`src/rtl/icache_rsp_pkg.sv`:
```
// Shared types for the icache refill responder: FSM state encoding, the
// response beat record held in the R-side FIFO, and the AXI response codes.
package icache_rsp_pkg;

    // Default widths of the packaged beat record; the top re-declares the
    // record with its own parameter widths and hands it to the FIFO.
    localparam int unsigned RSP_DATA_W = 64;
    localparam int unsigned RSP_ID_W   = 4;

    localparam logic [1:0] RESP_OKAY   = 2'b00;
    localparam logic [1:0] RESP_DECERR = 2'b11;

    typedef enum logic [1:0] {
        IDLE,
        BURST,
        DRAIN
    } rsp_state_e;

    typedef struct packed {
        logic [RSP_DATA_W-1:0] data;
        logic [RSP_ID_W-1:0]   id;
        logic                  last;
        logic [1:0]            resp;
    } rsp_beat_t;

    // Response code for a beat depending on whether its word was readable.
    function automatic logic [1:0] beat_resp(input logic in_range);
        return in_range ? RESP_OKAY : RESP_DECERR;
    endfunction

endpackage

```
`src/rtl/icache_refill_responder_if.sv`:
```
// AXI4 read-channel (AR + R) bundle between the icache refill master and the
// responder. The master modport drives AR and accepts R; slave is the reverse.
interface icache_refill_responder_if #(
    parameter int unsigned AddrWidth = 64,
    parameter int unsigned DataWidth = 64,
    parameter int unsigned IdWidth   = 4
) ();

    logic                 ar_valid_i;
    logic                 ar_ready_o;
    logic [AddrWidth-1:0] ar_addr_i;
    logic [7:0]           ar_len_i;
    logic [2:0]           ar_size_i;
    logic [IdWidth-1:0]   ar_id_i;

    logic                 r_valid_o;
    logic                 r_ready_i;
    logic [DataWidth-1:0] r_data_o;
    logic [IdWidth-1:0]   r_id_o;
    logic                 r_last_o;
    logic [1:0]           r_resp_o;

    modport master (
        output ar_valid_i, ar_addr_i, ar_len_i, ar_size_i, ar_id_i, r_ready_i,
        input  ar_ready_o, r_valid_o, r_data_o, r_id_o, r_last_o, r_resp_o
    );

    modport slave (
        input  ar_valid_i, ar_addr_i, ar_len_i, ar_size_i, ar_id_i, r_ready_i,
        output ar_ready_o, r_valid_o, r_data_o, r_id_o, r_last_o, r_resp_o
    );

endinterface

```
`src/rtl/icache_rsp_fifo.sv`:
```
// Small R-side output FIFO of response beats. The head entry is presented
// combinationally so a beat can leave the same cycle r_ready is seen; a push
// into a full FIFO is accepted only when a pop frees a slot in that cycle.
module icache_rsp_fifo
    import icache_rsp_pkg::*;
#(
    parameter int unsigned FifoDepth = 2,
    parameter type         beat_t    = rsp_beat_t
) (
    input  logic                           clk_i,
    input  logic                           rst_i,
    input  logic                           push_i,
    input  beat_t                          din_i,
    input  logic                           pop_i,
    output beat_t                          dout_o,
    output logic                           full_o,
    output logic                           empty_o,
    output logic [$clog2(FifoDepth+1)-1:0] count_o
);

    localparam int unsigned PtrW = $clog2(FifoDepth);
    localparam int unsigned CntW = $clog2(FifoDepth + 1);

    beat_t           storage [FifoDepth];
    logic [PtrW-1:0] wr_ptr_reg;
    logic [PtrW-1:0] rd_ptr_reg;
    logic [CntW-1:0] count_reg;
    logic            do_push;
    logic            do_pop;

    // Pointers wrap at FifoDepth, which need not be a power of two.
    function automatic logic [PtrW-1:0] ptr_inc(input logic [PtrW-1:0] p);
        return (p == PtrW'(FifoDepth - 1)) ? '0 : p + 1'b1;
    endfunction

    assign empty_o = (count_reg == '0);
    assign full_o  = (count_reg == CntW'(FifoDepth));
    assign count_o = count_reg;
    assign do_pop  = pop_i & ~empty_o;
    assign do_push = push_i & (~full_o | do_pop);
    assign dout_o  = storage[rd_ptr_reg];

    // Pointer and occupancy bookkeeping.
    always_ff @(posedge clk_i) begin
        if (rst_i) begin
            wr_ptr_reg <= '0;
            rd_ptr_reg <= '0;
            count_reg  <= '0;
        end else begin
            if (do_push) wr_ptr_reg <= ptr_inc(wr_ptr_reg);
            if (do_pop)  rd_ptr_reg <= ptr_inc(rd_ptr_reg);
            case ({do_push, do_pop})
                2'b10:   count_reg <= count_reg + 1'b1;
                2'b01:   count_reg <= count_reg - 1'b1;
                default: count_reg <= count_reg;
            endcase
        end
    end

    // Beat storage; contents are don't-care until written, so no reset.
    always_ff @(posedge clk_i) begin
        if (do_push) storage[wr_ptr_reg] <= din_i;
    end

endmodule

```
`src/rtl/icache_refill_responder.sv`:
```
// AXI4 read responder for the L1I$ refill path. Accepts one AR at a time,
// walks the burst as INCR reads of a word-addressed backing store with a
// one-cycle read latency, and returns R beats through a small FIFO. A read is
// only issued when its beat is guaranteed a FIFO slot, so R backpressure never
// drops data.
// Optional build macro: ICACHE_RSP_RANGE_CHECK_EN -- beats whose word address
// is beyond the store are not read and return zero data with DECERR; without
// it addresses wrap modulo MemWords and every beat is OKAY.
module icache_refill_responder
    import icache_rsp_pkg::*;
#(
    parameter int unsigned AddrWidth = 64,
    parameter int unsigned DataWidth = 64,
    parameter int unsigned IdWidth   = 4,
    parameter int unsigned MemWords  = 1024,
    parameter int unsigned FifoDepth = 2
) (
    input  logic                        clk_i,
    input  logic                        rst_i,
    icache_refill_responder_if.slave    bus,
    output logic                        mem_req_o,
    output logic [$clog2(MemWords)-1:0] mem_addr_o,
    input  logic [DataWidth-1:0]        mem_rdata_i
);

    localparam int unsigned OffW = $clog2(DataWidth / 8);
    localparam int unsigned IdxW = $clog2(MemWords);
    localparam int unsigned CntW = $clog2(FifoDepth + 1);

    typedef struct packed {
        logic [DataWidth-1:0] data;
        logic [IdWidth-1:0]   id;
        logic                 last;
        logic [1:0]           resp;
    } beat_t;

    rsp_state_e           state_reg;
    logic [AddrWidth-1:0] cur_addr_reg;
    logic [7:0]           len_reg;
    logic [7:0]           cnt_reg;
    logic [2:0]           size_reg;
    logic [IdWidth-1:0]   id_reg;
    logic                 inflight_reg;
    logic                 pend_last_reg;
    logic [1:0]           pend_resp_reg;

    logic                 ar_ready;
    logic                 ar_hs;
    logic                 r_valid;
    logic                 r_pop;
    logic                 issue;
    logic                 in_range;
    logic                 drain_done;
    logic [31:0]          pending;
    beat_t                push_beat;
    beat_t                head_beat;
    logic                 fifo_full;
    logic                 fifo_empty;
    logic [CntW-1:0]      fifo_count;

    assign ar_ready = (state_reg == IDLE) & ~rst_i;
    assign ar_hs    = bus.ar_valid_i & ar_ready;
    assign r_valid  = ~fifo_empty & ~rst_i;
    assign r_pop    = r_valid & bus.r_ready_i;

    // Slots committed after this cycle: buffered beats plus the read in
    // flight, less the beat leaving now. Counting the pop keeps one beat per
    // cycle flowing with only two FIFO entries.
    assign pending    = 32'(fifo_count) + 32'(inflight_reg) - 32'(r_pop);
    assign issue      = (state_reg == BURST) & (pending < FifoDepth) & ~rst_i;
    assign drain_done = ~inflight_reg & (fifo_empty | ((fifo_count == CntW'(1)) & r_pop));

`ifdef ICACHE_RSP_RANGE_CHECK_EN
    logic [AddrWidth-1:0] word_addr;
    assign word_addr = cur_addr_reg >> OffW;
    assign in_range  = (word_addr < AddrWidth'(MemWords));
`else
    assign in_range = 1'b1;
`endif

    // Out-of-range beats still occupy a slot but never touch the store.
    assign mem_req_o  = issue & in_range;
    assign mem_addr_o = cur_addr_reg[OffW +: IdxW];

    assign push_beat.data = (pend_resp_reg == RESP_OKAY) ? mem_rdata_i : '0;
    assign push_beat.id   = id_reg;
    assign push_beat.last = pend_last_reg;
    assign push_beat.resp = pend_resp_reg;

    icache_rsp_fifo #(
        .FifoDepth (FifoDepth),
        .beat_t    (beat_t)
    ) u_fifo (
        .clk_i   (clk_i),
        .rst_i   (rst_i),
        .push_i  (inflight_reg),
        .din_i   (push_beat),
        .pop_i   (r_pop),
        .dout_o  (head_beat),
        .full_o  (fifo_full),
        .empty_o (fifo_empty),
        .count_o (fifo_count)
    );

    assign bus.ar_ready_o = ar_ready;
    assign bus.r_valid_o  = r_valid;
    assign bus.r_data_o   = r_valid ? head_beat.data : '0;
    assign bus.r_id_o     = r_valid ? head_beat.id   : '0;
    assign bus.r_last_o   = r_valid ? head_beat.last : 1'b0;
    assign bus.r_resp_o   = r_valid ? head_beat.resp : RESP_OKAY;

    // Burst sequencer plus the one-cycle read pipeline stage.
    always_ff @(posedge clk_i) begin
        if (rst_i) begin
            state_reg     <= IDLE;
            cur_addr_reg  <= '0;
            len_reg       <= '0;
            cnt_reg       <= '0;
            size_reg      <= '0;
            id_reg        <= '0;
            inflight_reg  <= 1'b0;
            pend_last_reg <= 1'b0;
            pend_resp_reg <= RESP_OKAY;
        end else begin
            inflight_reg  <= issue;
            pend_last_reg <= (cnt_reg == len_reg);
            pend_resp_reg <= beat_resp(in_range);
            case (state_reg)
                IDLE: begin
                    if (ar_hs) begin
                        cur_addr_reg <= bus.ar_addr_i;
                        len_reg      <= bus.ar_len_i;
                        size_reg     <= bus.ar_size_i;
                        id_reg       <= bus.ar_id_i;
                        cnt_reg      <= '0;
                        state_reg    <= BURST;
                    end
                end
                BURST: begin
                    if (issue) begin
                        cur_addr_reg <= cur_addr_reg + (AddrWidth'(1) << size_reg);
                        cnt_reg      <= cnt_reg + 8'd1;
                        if (cnt_reg == len_reg) state_reg <= DRAIN;
                    end
                end
                DRAIN: begin
                    if (drain_done) state_reg <= IDLE;
                end
                default: state_reg <= IDLE;
            endcase
        end
    end

    a_size_legal: assert property (@(posedge clk_i) disable iff (rst_i)
        ar_hs |-> (bus.ar_size_i <= 3'(OffW)));

    a_no_overflow: assert property (@(posedge clk_i) disable iff (rst_i)
        (inflight_reg && fifo_full) |-> r_pop);

endmodule

```
`src/flat_wrapper.sv`:
```
// flat-port wrapper written by rule: the top's interface ports become plain ports
module icache_refill_responder_flat import icache_rsp_pkg::*;
#(
    parameter int unsigned AddrWidth = 64,
    parameter int unsigned DataWidth = 64,
    parameter int unsigned IdWidth   = 4,
    parameter int unsigned MemWords  = 1024,
    parameter int unsigned FifoDepth = 2
)
  (clk_i, rst_i, mem_req_o, mem_addr_o, mem_rdata_i, bus_ar_valid_i, bus_ar_addr_i, bus_ar_len_i, bus_ar_size_i, bus_ar_id_i, bus_r_ready_i, bus_ar_ready_o, bus_r_valid_o, bus_r_data_o, bus_r_id_o, bus_r_last_o, bus_r_resp_o);
  icache_refill_responder_if #(.AddrWidth(AddrWidth), .DataWidth(DataWidth), .IdWidth(IdWidth)) bus_i ();
  input  logic clk_i;
  input  logic rst_i;
  output logic mem_req_o;
  output logic [$clog2(MemWords)-1:0] mem_addr_o;
  input  logic [DataWidth-1:0] mem_rdata_i;
  input wire logic [$bits(bus_i.ar_valid_i)-1:0] bus_ar_valid_i;
  input wire logic [$bits(bus_i.ar_addr_i)-1:0] bus_ar_addr_i;
  input wire logic [$bits(bus_i.ar_len_i)-1:0] bus_ar_len_i;
  input wire logic [$bits(bus_i.ar_size_i)-1:0] bus_ar_size_i;
  input wire logic [$bits(bus_i.ar_id_i)-1:0] bus_ar_id_i;
  input wire logic [$bits(bus_i.r_ready_i)-1:0] bus_r_ready_i;
  output wire logic [$bits(bus_i.ar_ready_o)-1:0] bus_ar_ready_o;
  output wire logic [$bits(bus_i.r_valid_o)-1:0] bus_r_valid_o;
  output wire logic [$bits(bus_i.r_data_o)-1:0] bus_r_data_o;
  output wire logic [$bits(bus_i.r_id_o)-1:0] bus_r_id_o;
  output wire logic [$bits(bus_i.r_last_o)-1:0] bus_r_last_o;
  output wire logic [$bits(bus_i.r_resp_o)-1:0] bus_r_resp_o;
  assign bus_i.ar_valid_i = bus_ar_valid_i;
  assign bus_i.ar_addr_i = bus_ar_addr_i;
  assign bus_i.ar_len_i = bus_ar_len_i;
  assign bus_i.ar_size_i = bus_ar_size_i;
  assign bus_i.ar_id_i = bus_ar_id_i;
  assign bus_i.r_ready_i = bus_r_ready_i;
  assign bus_ar_ready_o = bus_i.ar_ready_o;
  assign bus_r_valid_o = bus_i.r_valid_o;
  assign bus_r_data_o = bus_i.r_data_o;
  assign bus_r_id_o = bus_i.r_id_o;
  assign bus_r_last_o = bus_i.r_last_o;
  assign bus_r_resp_o = bus_i.r_resp_o;
  icache_refill_responder #(.AddrWidth(AddrWidth), .DataWidth(DataWidth), .IdWidth(IdWidth), .MemWords(MemWords), .FifoDepth(FifoDepth)) u_core (.clk_i(clk_i), .rst_i(rst_i), .bus(bus_i), .mem_req_o(mem_req_o), .mem_addr_o(mem_addr_o), .mem_rdata_i(mem_rdata_i));
endmodule
```
`config.mk`:
```
export PLATFORM = sky130hd
export DESIGN_NAME = icache_refill_responder_flat
export DESIGN_NICKNAME = d
export VERILOG_FILES = /design/src/rtl/icache_rsp_pkg.sv /design/src/rtl/icache_refill_responder_if.sv /design/src/rtl/icache_rsp_fifo.sv /design/src/rtl/icache_refill_responder.sv /design/src/flat_wrapper.sv
export SDC_FILE = /design/constraint.sdc
export NUM_CORES = 1
export LEC_CHECK = 0
export ABC_AREA = 1
export BUFFER_PORTS_ARGS = -buffer_cell sky130_fd_sc_hd__buf_2
export CORE_ASPECT_RATIO = 1.5
export CORE_MARGIN = 3
export CORE_UTILIZATION = 28
export DETAILED_ROUTE_END_ITERATION = 8
export GPL_TIMING_DRIVEN = 1
export PLACE_DENSITY = 0.49
export SLEW_MARGIN = 20
export SYNTH_ARGS = -nofsm -noshare
export SYNTH_HDL_FRONTEND = slang
export SYNTH_SLANG_ARGS = --single-unit
```
`constraint.sdc`:
```
create_clock -name clk_i -period 12.9 [get_ports clk_i]
set_input_delay 3.87 -clock clk_i [delete_from_list [all_inputs] [get_ports clk_i]]
set_output_delay 3.87 -clock clk_i [all_outputs]
set_load 0.1 [all_outputs]
```
==> out/metrics.cfg, run 1 <==
[clock_tree]
post_cts_buffers = 0
cts_made_buffers = 17
cts_hold_buffers = 0
ctsLongestPathBuffers = 2
cts_root_buffer = clkbuf_16
cts.sinks = 183
cts_tree = yes
cts_max_level = 4
cts.repair.resized = 0
clock_insertion_delay_worst_skew_ns = 0.44
path_clk_slew_ns = 0.06

[cells_and_area]
largest_reg_flops = 138
final_area_um2 = 9810
post_route_cells_drive_above_1_share_pct = 23.9
antennaDiodeCount = 0
nets = 1135
area_growth_syn_to_layout_pct = 21.7

[grt]
grt.overflow.total = 0
first_global_vias = 5803
grt_antenna_before_repair = 4
grt_first_pass_wirelength_um = 30800
track_usage_pct = 13.1
grt_start_max_net_pins = 71

[synthesis]
synth.most_common_cell = nand2_1
number_of_synthesized_flops_with_an_enable_pin = 138
postSynthAreaPerCell_um2 = 9.95
synth_area_leader_cell = edfxtp_1
post_synth_most_frequent_cells = nand2_1 (266), edfxtp_1 (138), a21oi_1 (97)
synthesis.area_um2 = 8060
synthesis.yosys.warnings = 0
yosysUniqueCellTypes = 38
synth-seq-area-share_pct = 62.6
ys_seq_elements = 183
synthCells = 810
synthTopCellsByArea = edfxtp_1 (51%), nand2_1 (12%), dfxtp_1 (11%), a21oi_1 (6.0%), ha_1 (2.8%)
synth-async-reset-ratio_pct = 0
synth.top_cell.area_share_pct = 51.4
postSynth.topFlopCell = edfxtp_1

[critical_path]
crit_family = buffers and inverters
cp_data_arrival_time_ns = 5.99
critPathSlowestCell = inv_2
setup.worst_path.start_class = input pin
cp_max_fo = 36
crit_top_cell = buf_2
worst-path-buf-inv = 4
critical_path_required_ns = 9.03
cp_slowest_stage_delay_ns = 0.53
cell_chain_critical_path = buf_2 -> nor2_2 -> inv_2 -> buf_4 -> a21oi_1 -> buf_2
path_class = input pin to primary output
nature_of_the_critical_path_endpoint = primary output

[place]
port_buffers = 177
final_hpwl_dp_um = 13400
placed_area_um2 = 9210
finalWeightedCongestion = 0.824

[route]
finalWirelength_um = 20500
route.top_layer_used = met5
detail_route.drc_violations = 0
route.layer.met1.wl_um = 8330
route.antenna.remaining_nets = 0
met3WireLength_um = 1280
met2WireLength_um = 10600
drt-initial-drc-count = 315
first_pass_iters = 4
detail_route.vias_per_cell = 4.50
detailroute.via_count = 5970
routedWlPerCell_um = 15.5

[power]
power.ir.vdd_worst_mv = 0.137
power_density_nw_per_um2 = 210
leakage_nw = 4.10

[sta]
finalSetupViolations = 0
min_period_ns = 9.86
grt_setup_unrepaired = no
report.final.slew_viol_count = 0
worst_clock_skew_ns = 0.0109
worstMarginPinSlew_ns = 0.998
setup_total_negative_slack_ns = 0
fin_crit_sh_pct = 76.5
fmax_ghz = 0.101
hold_violations = 0
slew_headroom_pct = 33.5

[floorplan]
floorplan.die_area_um2 = 30900
dieHeight_um = 214
die_width_um = 145
io_pins = 231
starting_density_of_the_core_pct = 28.6
core-area_um2 = 28200
placement_rows = 75

[min_path]
min_path_type = flip-flop to flip-flop

[flow_run]
drv.max_cap_violation_count = 0

[status]
run_status = complete, no violations

-- worst register-to-register path, cell delays in order (launching register included) --
cell     delay [ns]
dfxtp_1        0.38
inv_1          0.14
ha_1           0.24
nor2_2         0.19
inv_2          0.30
buf_4          0.40
nor2_4         0.21
inv_1          0.07
a21oi_1        0.22
inv_1          0.15
nor2_4         0.11
buf_4          0.73
-- per-stage QoR --
step	hold WS (ns)	utilization, %	setup slack (ns)	power (mW)	std cells
after floorplan	0.404	-	2.19	1.41	811
after global placement	0.410	32.7	2.94	1.55	1295
final	0.429	34.8	3.04	2.05	1327
after detailed placement	0.415	32.7	2.95	1.56	1295
after global routing	0.441	34.8	2.84	2.17	1327
after CTS	0.431	34.8	2.94	2.09	1327
-- routing by layer --
metal	vias up	track usage [%]
li1	3032	-
met1	2756	14.9
met3	24	4.04
met4	8	3.83
met2	150	23.4
met5	-	0
-- worst paths after layout --
check / start / to / slack, ns / depth (start not counted)
setup / recovery: rst_i / bus_r_data_o[53] / 3.04 / 6
hold / removal: u_core.pend_last_reg$_SDFF_PP0_ / u_core.u_fifo.storage[1][0]$_DFFE_PP_ / 0.43 / 0
setup reg to reg: u_core.u_fifo.count_o[1]$_SDFFE_PP0P_ / u_core.u_fifo.storage[1][0]$_DFFE_PP_ / 9.30 / 11
hold reg to reg: u_core.pend_last_reg$_SDFF_PP0_ / u_core.u_fifo.storage[1][0]$_DFFE_PP_ / 0.43 / 0
-- power breakdown --
group	leakage (nW)	internal [mW]	switching, mW	total, mW
sequential	1.62	0.713	0.0447	0.758
combinational	2.20	0.140	0.635	0.775
clock	0.283	0.290	0.233	0.522
-- layout make-up --
cell class | count | area [um2]
clock buffers | 17 | 425
clock inverters | 15 | 166
fillers | 2904 | 18300
inverters | 63 | 236
multi-input cells | 520 | 2570
flip-flops and latches | 183 | 5050
well taps | 346 | 433
repair buffers | 183 | 931
-- kinds of logic after synthesis --
group                    count (synthesis)  synth area share (%)
XOR/XNOR                                10                  1.09
AO/OA/AOI/OAI                          130                  8.76
other                                    1                0.0465
AND/OR/NAND/NOR                        358                  18.4
buffers and inverters                  108                  5.76
adder cells (fa/ha/maj)                 20                  3.29
flip-flops                             183                  62.6
-- cells in the final DEF, fill, tap and decap left out, types with 2 or more instances in the layout --
cell / count
a21oi_1: 97
a32o_1: 8
buf_2: 177
buf_4: 6
bufinv_16: 2
clkbuf_16: 17
clkinv_4: 4
clkinvlp_4: 2
conb_1: 2
dfxtp_1: 44
edfxtp_1: 138
fa_1: 2
ha_1: 18
inv_1: 59
inv_2: 4
inv_6: 6
nand2_1: 266
nand2_2: 2
nand3_1: 30
nand3_2: 2
nand3b_1: 3
nand4_1: 6
nor2_1: 29
nor2_4: 4
nor3_1: 10
o21a_1: 2
o21ai_0: 18
or2_2: 2
xnor2_1: 7
xor2_1: 3
Power figures use the tool's default switching activity.
==> run 2: changes to the inputs <==
clock period = 10.3 ns   (was 12.9 ns; I/O delays follow)
==> run 2 against run 1 <==
Count of clock-buffer cells in the layout increased by 1. Global-route usage up 0.17 points. Non-clock buffer count unchanged. Worst setup slack lost 1.1 ns. Worst hold slack gained 0.0087 ns. Sequential share of layout area hardly changed. Sequential power is 25% higher. Combinational power rose by 25%. Via count barely moved. Critical path type unchanged. Critical endpoint is now bus_r_data_o[61]. Largest power group unchanged.
==> out/metrics.cfg, run 2 (same netlist as run 1, synthesis figures left out) <==
[status]
run_status = complete, no violations

[critical_path]
critical_path_required_ns = 7.21  ; -1.82 ns
reg_to_reg_critical_path_startpoint = u_core.u_fifo.count_o[1]$_SDFFE_PP0P_
nature_of_the_critical_path_endpoint = primary output
r2r_setup_slack_ns = 6.89  ; -2.41 ns
worstRegToRegCells = 10  ; -1
setup.worst_path.start_class = input pin
path_class = input pin to primary output
critical_path.reg2reg.endpoint = u_core.u_fifo.storage[1][15]$_DFFE_PP_
cp_max_fo = 40  ; +11%
cp_data_arrival_time_ns = 5.27  ; -0.72 ns

[clock_tree]
cts.sinks = 183  ; unchanged
post_cts_buffers = 0  ; unchanged
clock_insertion_delay_worst_skew_ns = 0.44  ; about the same
cts_made_buffers = 17  ; unchanged
cts_tree = yes
ctsLongestPathBuffers = 2  ; unchanged
cts.repair.resized = 0  ; unchanged
cts_hold_buffers = 0  ; unchanged
cts_max_level = 4  ; unchanged
path_clk_slew_ns = 0.07  ; about the same
cts_root_buffer = clkbuf_16

[grt]
first_global_vias = 5974  ; +2.9%
grt_start_max_net_pins = 71  ; unchanged
grt_first_pass_wirelength_um = 31300  ; +1.7%
grt_antenna_before_repair = 5  ; +1
grt.overflow.total = 0  ; unchanged
track_usage_pct = 13.2  ; +0.17 points

[route]
routedWlPerCell_um = 15.4  ; -0.68%
drt-initial-drc-count = 293  ; -7.0%
detail_route.vias_per_cell = 4.49  ; about the same
detailroute.via_count = 5969  ; -0.017%
route.antenna.remaining_nets = 0  ; unchanged
finalWirelength_um = 20400  ; -0.60%
detail_route.drc_violations = 0  ; unchanged
first_pass_iters = 4  ; unchanged

[sta]
hold_violations = 0  ; unchanged
report.final.slew_viol_count = 0  ; unchanged
grt_setup_unrepaired = no
min_period_ns = 8.36
setup_total_negative_slack_ns = 0  ; unchanged
slew_headroom_pct = 32.8  ; -0.70 points
finalSetupViolations = 0  ; unchanged
fin_crit_sh_pct = 81.1
fmax_ghz = 0.120
worstMarginPinSlew_ns = 1.01  ; +0.0106 ns
worst_clock_skew_ns = 0.00966  ; -0.00128 ns

[cells_and_area]
layout.cells.most_common_list = nand2_1 (266), buf_2 (177), edfxtp_1 (138)
area_growth_syn_to_layout_pct = 21.8  ; about the same
nets = 1135  ; unchanged
post_route_cells_drive_above_1_share_pct = 23.9  ; unchanged
largest_reg_flops = 138  ; unchanged
mostFrequentLayoutCell = nand2_1
final_area_um2 = 9810  ; about the same
final_cell_count_no_fill = 1328  ; +0.075%
finish.utilization_pct = 34.8  ; about the same

[floorplan]
floorplan.die_area_um2 = 30900  ; unchanged
core-area_um2 = 28200  ; unchanged
die_width_um = 145  ; unchanged
placement_rows = 75  ; unchanged
io_pins = 231  ; unchanged
dieHeight_um = 214  ; unchanged
starting_density_of_the_core_pct = 28.6  ; unchanged

[min_path]
holdPathEnd = u_core.u_fifo.storage[1][0]$_DFFE_PP_
min_path_type = flip-flop to flip-flop
worst_hold_startpoint = u_core.pend_last_reg$_SDFF_PP0_
worst_hold_path.num_cells = 0  ; unchanged

[place]
finalWeightedCongestion = 0.834  ; +1.3%
port_buffers = 177  ; unchanged
dp.cells = 1295  ; unchanged
placed_area_um2 = 9210  ; unchanged
final_hpwl_dp_um = 13400  ; -0.36%

[power]
power.ir.vdd_worst_mv = 0.162  ; +18%
leakage_nw = 4.09  ; -0.13%
power_density_nw_per_um2 = 263  ; +25%
design_power_total_mw = 2.58  ; +25%

[flow_run]
drv.max_cap_violation_count = 0  ; unchanged

run 2: cell types whose count changed in the layout (fill, tap and decap cells not counted), sizes merged:
cell | before | now
clkinv | 5 | 2
clkinvlp | 2 | 4
clkbuf | 17 | 18
diode | 0 | 1
run 2: final cells by class:
cell class / instances / area, um2
fillers: 2895 / 18300
flip-flops and latches: 183 / 5050
multi-input cells: 520 / 2570
repair buffers: 183 / 931
well taps: 346 / 433
clock buffers: 18 / 429
inverters: 63 / 236
clock inverters: 14 / 165
diodes: 1 / 2.50
run 2: power breakdown:
group / internal [mW] / switching [mW] / leakage [nW]
logic: 0.175 / 0.793 / 2.20
clock network: 0.364 / 0.296 / 0.278
registers: 0.893 / 0.0559 / 1.62
total: 1.43 / 1.14 / 4.09
run 2: worst max-delay path by stage:
stage	from	endpoint	slack, ns
5_1_grt	rst_i	bus_r_data_o[0]	1.69
3_5_place_dp	rst_i	bus_r_data_o[61]	1.79
4_1_cts	rst_i	bus_r_data_o[61]	1.79
2_1_floorplan	rst_i	bus_r_data_o[45]	1.15
6_report	rst_i	bus_r_data_o[61]	1.94
3_3_place_gp	rst_i	bus_r_data_o[39]	1.78
run 2: routing by layer:
metal  track usage, %  vias up  wire, um
li1                 -     3020         -
met1             14.3     2767      8160
met2             24.5      139     10700
met3             3.48       35      1140
met4             4.89        8       381
met5                0        -        44
run 2: per-stage QoR:
step	worst slack (ns)	hold slack [ns]
finish	1.94	0.437
global route	1.69	0.445
CTS	1.79	0.442
detailed placement	1.79	0.425
global placement	1.78	0.422
floorplan	1.15	0.404
run 2: worst max-delay path, cell delays in order:
cell and delay [ns]:
buf_2 0.47, nor2_2 0.14, inv_2 0.63, buf_4 0.47, a21oi_1 0.09, buf_2 0.31
==> run 3: changes to the inputs <==
ABC_AREA = 0   (was 1)
PLACE_DENSITY = 0.5   (was 0.49)
clock period = 8.1 ns   (was 10.3 ns; I/O delays follow)
==> run 3 against run 2 <==
Total power up 16%. Design area down 1.5%. Highest routed layer unchanged. Synthesized area down 2.4%. Largest cell class unchanged. Sequential power up 20%. Critical path depth up 2. Global-route usage down 1.0 points. First-iteration DRC count down 29%. Critical endpoint is now mem_req_o. Final cell count down 15%. Clock power up 30%.
==> out/metrics.cfg, run 3 <==
[status]
run_status = complete, no violations

[synthesis]
synth-async-reset-ratio_pct = 0  ; unchanged
synthesis.yosys.warnings = 0  ; unchanged
ys_seq_elements = 183  ; unchanged
post_synth_most_frequent_cells = edfxtp_1 (138), nor2_1 (104), mux2i_1 (70)
synth.top_cell.area_share_pct = 52.7  ; +1.3 points
synthCells = 609  ; -25%
yosysUniqueCellTypes = 61  ; +61%
synth.most_common_cell = edfxtp_1
synthTopCellsByArea = edfxtp_1 (53%), dfxtp_1 (11%), mux2i_1 (8.9%), nor2_1 (5.0%), ha_1 (2.9%)
synth-seq-area-share_pct = 64.2  ; +1.6 points
postSynthAreaPerCell_um2 = 12.9  ; +30%
synthesis.area_um2 = 7860  ; -2.4%
synth_area_leader_cell = edfxtp_1
postSynth.topFlopCell = edfxtp_1
number_of_synthesized_flops_with_an_enable_pin = 138  ; unchanged

[route]
detail_route.vias_per_cell = 4.64  ; +3.3%
drt-initial-drc-count = 207  ; -29%
detailroute.via_count = 5241  ; -12%
route.antenna.remaining_nets = 0  ; unchanged
first_pass_iters = 4  ; unchanged
routedWlPerCell_um = 16.4  ; +6.9%
finalWirelength_um = 18500  ; -9.2%
detail_route.drc_violations = 0  ; unchanged

[power]
comb_power_share_pct = 32.8  ; -4.8 points
sequentialPowerShare_pct = 38.4  ; +1.6 points
total_switching_power_mw = 1.22  ; +6.6%
leakage_nw = 3.78  ; -7.5%
power.ir.vdd_worst_mv = 0.164  ; +1.6%
power_density_nw_per_um2 = 308  ; +17%
internal-power_mw = 1.76  ; +23%
switching_share_pct = 41.0  ; -3.4 points
clock_power_share_pct = 28.9  ; +3.3 points

[cells_and_area]
finish.utilization_pct = 35.2  ; +0.40 points
largest_reg_flops = 138  ; unchanged
area_growth_syn_to_layout_pct = 22.9
mostFrequentLayoutCell = buf_2
nets = 940  ; -17%
layout.cells.most_common_list = buf_2 (177), edfxtp_1 (138), nor2_1 (103)
post_route_cells_drive_above_1_share_pct = 28.9  ; +5.0 points
final_cell_count_no_fill = 1129  ; -15%

[critical_path]
cp-startpoint = rst_i
worstRegToRegCells = 10  ; unchanged
critical_path_required_ns = 5.67  ; -1.54 ns
cp_data_arrival_time_ns = 4.52  ; -0.75 ns
path_class = input pin to primary output
critical_path.reg2reg.endpoint = u_core.cnt_reg[5]$_SDFFE_PP0P_
cp_max_fo = 4  ; -90%
r2r_setup_slack_ns = 4.91  ; -1.98 ns
reg_to_reg_critical_path_startpoint = u_core.u_fifo.count_o[1]$_SDFFE_PP0P_
nature_of_the_critical_path_endpoint = primary output
setup.worst_path.start_class = input pin

[sta]
min_period_ns = 6.95
grt_setup_unrepaired = no
hold_violations = 0  ; unchanged
slew_headroom_pct = 31.9  ; -0.90 points
setup_total_negative_slack_ns = 0  ; unchanged
worst_clock_skew_ns = 0.0141  ; +0.00444 ns
fin_crit_sh_pct = 85.8
hold-worst-slack_ns = 0.431  ; -0.00600 ns
worstMarginPinSlew_ns = 1.02  ; +0.0135 ns
report.final.slew_viol_count = 0  ; unchanged
finalSetupViolations = 0  ; unchanged
fmax_ghz = 0.144

[place]
port_buffers = 177  ; unchanged
dp.cells = 1096  ; -15%
finalWeightedCongestion = 0.828  ; -0.80%
final_hpwl_dp_um = 12400  ; -7.4%

[clock_tree]
cts.repair.resized = 0  ; unchanged
clock_insertion_delay_worst_skew_ns = 0.44  ; about the same
cts_tree = yes
cts_hold_buffers = 0  ; unchanged
cts.sinks = 183  ; unchanged
post_cts_buffers = 0  ; unchanged
cts_made_buffers = 17  ; unchanged
cts_max_level = 4  ; unchanged
cts_root_buffer = clkbuf_16
path_clk_slew_ns = 0.07  ; about the same
ctsLongestPathBuffers = 2  ; unchanged

[grt]
first_global_vias = 5062  ; -15%
grt_antenna_before_repair = 2  ; -3
grt_start_max_net_pins = 71  ; unchanged
grt_first_pass_wirelength_um = 28200  ; -10%
track_usage_pct = 12.2  ; -1.0 points
grt.overflow.total = 0  ; unchanged

[min_path]
holdPathEnd = u_core.u_fifo.storage[0][0]$_DFFE_PP_
worst_hold_path.num_cells = 0  ; unchanged
min_path_type = flip-flop to flip-flop
worst_hold_startpoint = u_core.pend_last_reg$_SDFF_PP0_

[floorplan]
io_pins = 231  ; unchanged
die_width_um = 143  ; -1.2%
dieHeight_um = 211  ; -1.2%
starting_density_of_the_core_pct = 28.7  ; +0.062 points
core-area_um2 = 27400  ; -2.6%
floorplan.die_area_um2 = 30200  ; -2.4%
placement_rows = 74  ; -1.3%

[flow_run]
drv.max_cap_violation_count = 0  ; unchanged

-- run 3: worst max-delay path by stage --
stage                            to  slack (ns)  cells past startpoint
floorplan           bus_r_data_o[0]        1.15                      5
global placement          mem_req_o        1.15                      8
detailed placement        mem_req_o        1.14                      8
CTS                       mem_req_o        1.14                      8
global route              mem_req_o        1.05                      8
finish                    mem_req_o        1.15                      8
-- run 3: power groups by stage --
stage | Combinational [mW] | Clock, mW | Sequential (mW)
after floorplan | 0.829 | 0 | 1.14
after global placement | 0.985 | 0 | 1.16
after detailed placement | 0.987 | 0 | 1.17
after CTS | 0.988 | 0.894 | 1.14
after global routing | 1.03 | 0.932 | 1.15
final | 0.976 | 0.859 | 1.14
-- run 3: logic make-up after synthesis --
family,count (synthesis),share of synthesized area (%)
multiplexers,70,8.91
flip-flops,183,64.2
XOR/XNOR,17,1.89
other,1,0.0477
AND/OR/NAND/NOR,174,10.2
buffers and inverters,58,3.52
adder cells (fa/ha/maj),20,3.37
AO/OA/AOI/OAI,86,7.89
-- run 3: layout make-up --
class	instances	area, um2
antenna	1	2.50
clock buffer	17	425
clock inverter	15	181
fill	2717	17700
inverter	18	67.6
multi-input combinational	369	2560
sequential	183	5050
tap	342	428
timing repair buffer	184	951
-- run 3: worst max-delay path, stage by stage --
cell and delay [ns]:
buf_2 0.12, or4b_4 0.50, inv_1 0.11, fa_1 0.20, nand2b_1 0.05, or4_1 0.47, inv_1 0.17, buf_2 0.45
-- run 3: per-layer routing --
metal | global-route usage (%) | wire, um
met3 | 3.78 | 1160
met5 | 0 | 13
met2 | 20.3 | 9050
met4 | 4.53 | 330
met1 | 14.9 | 8000
-- run 3: through the flow --
stage	setup slack [ns]	area, um2	power [mW]
floorplan	1.15	7870	1.97
global placement	1.15	9050	2.15
detailed placement	1.14	9050	2.15
CTS	1.14	9660	3.03
global route	1.05	9660	3.12
finish	1.15	9660	2.98
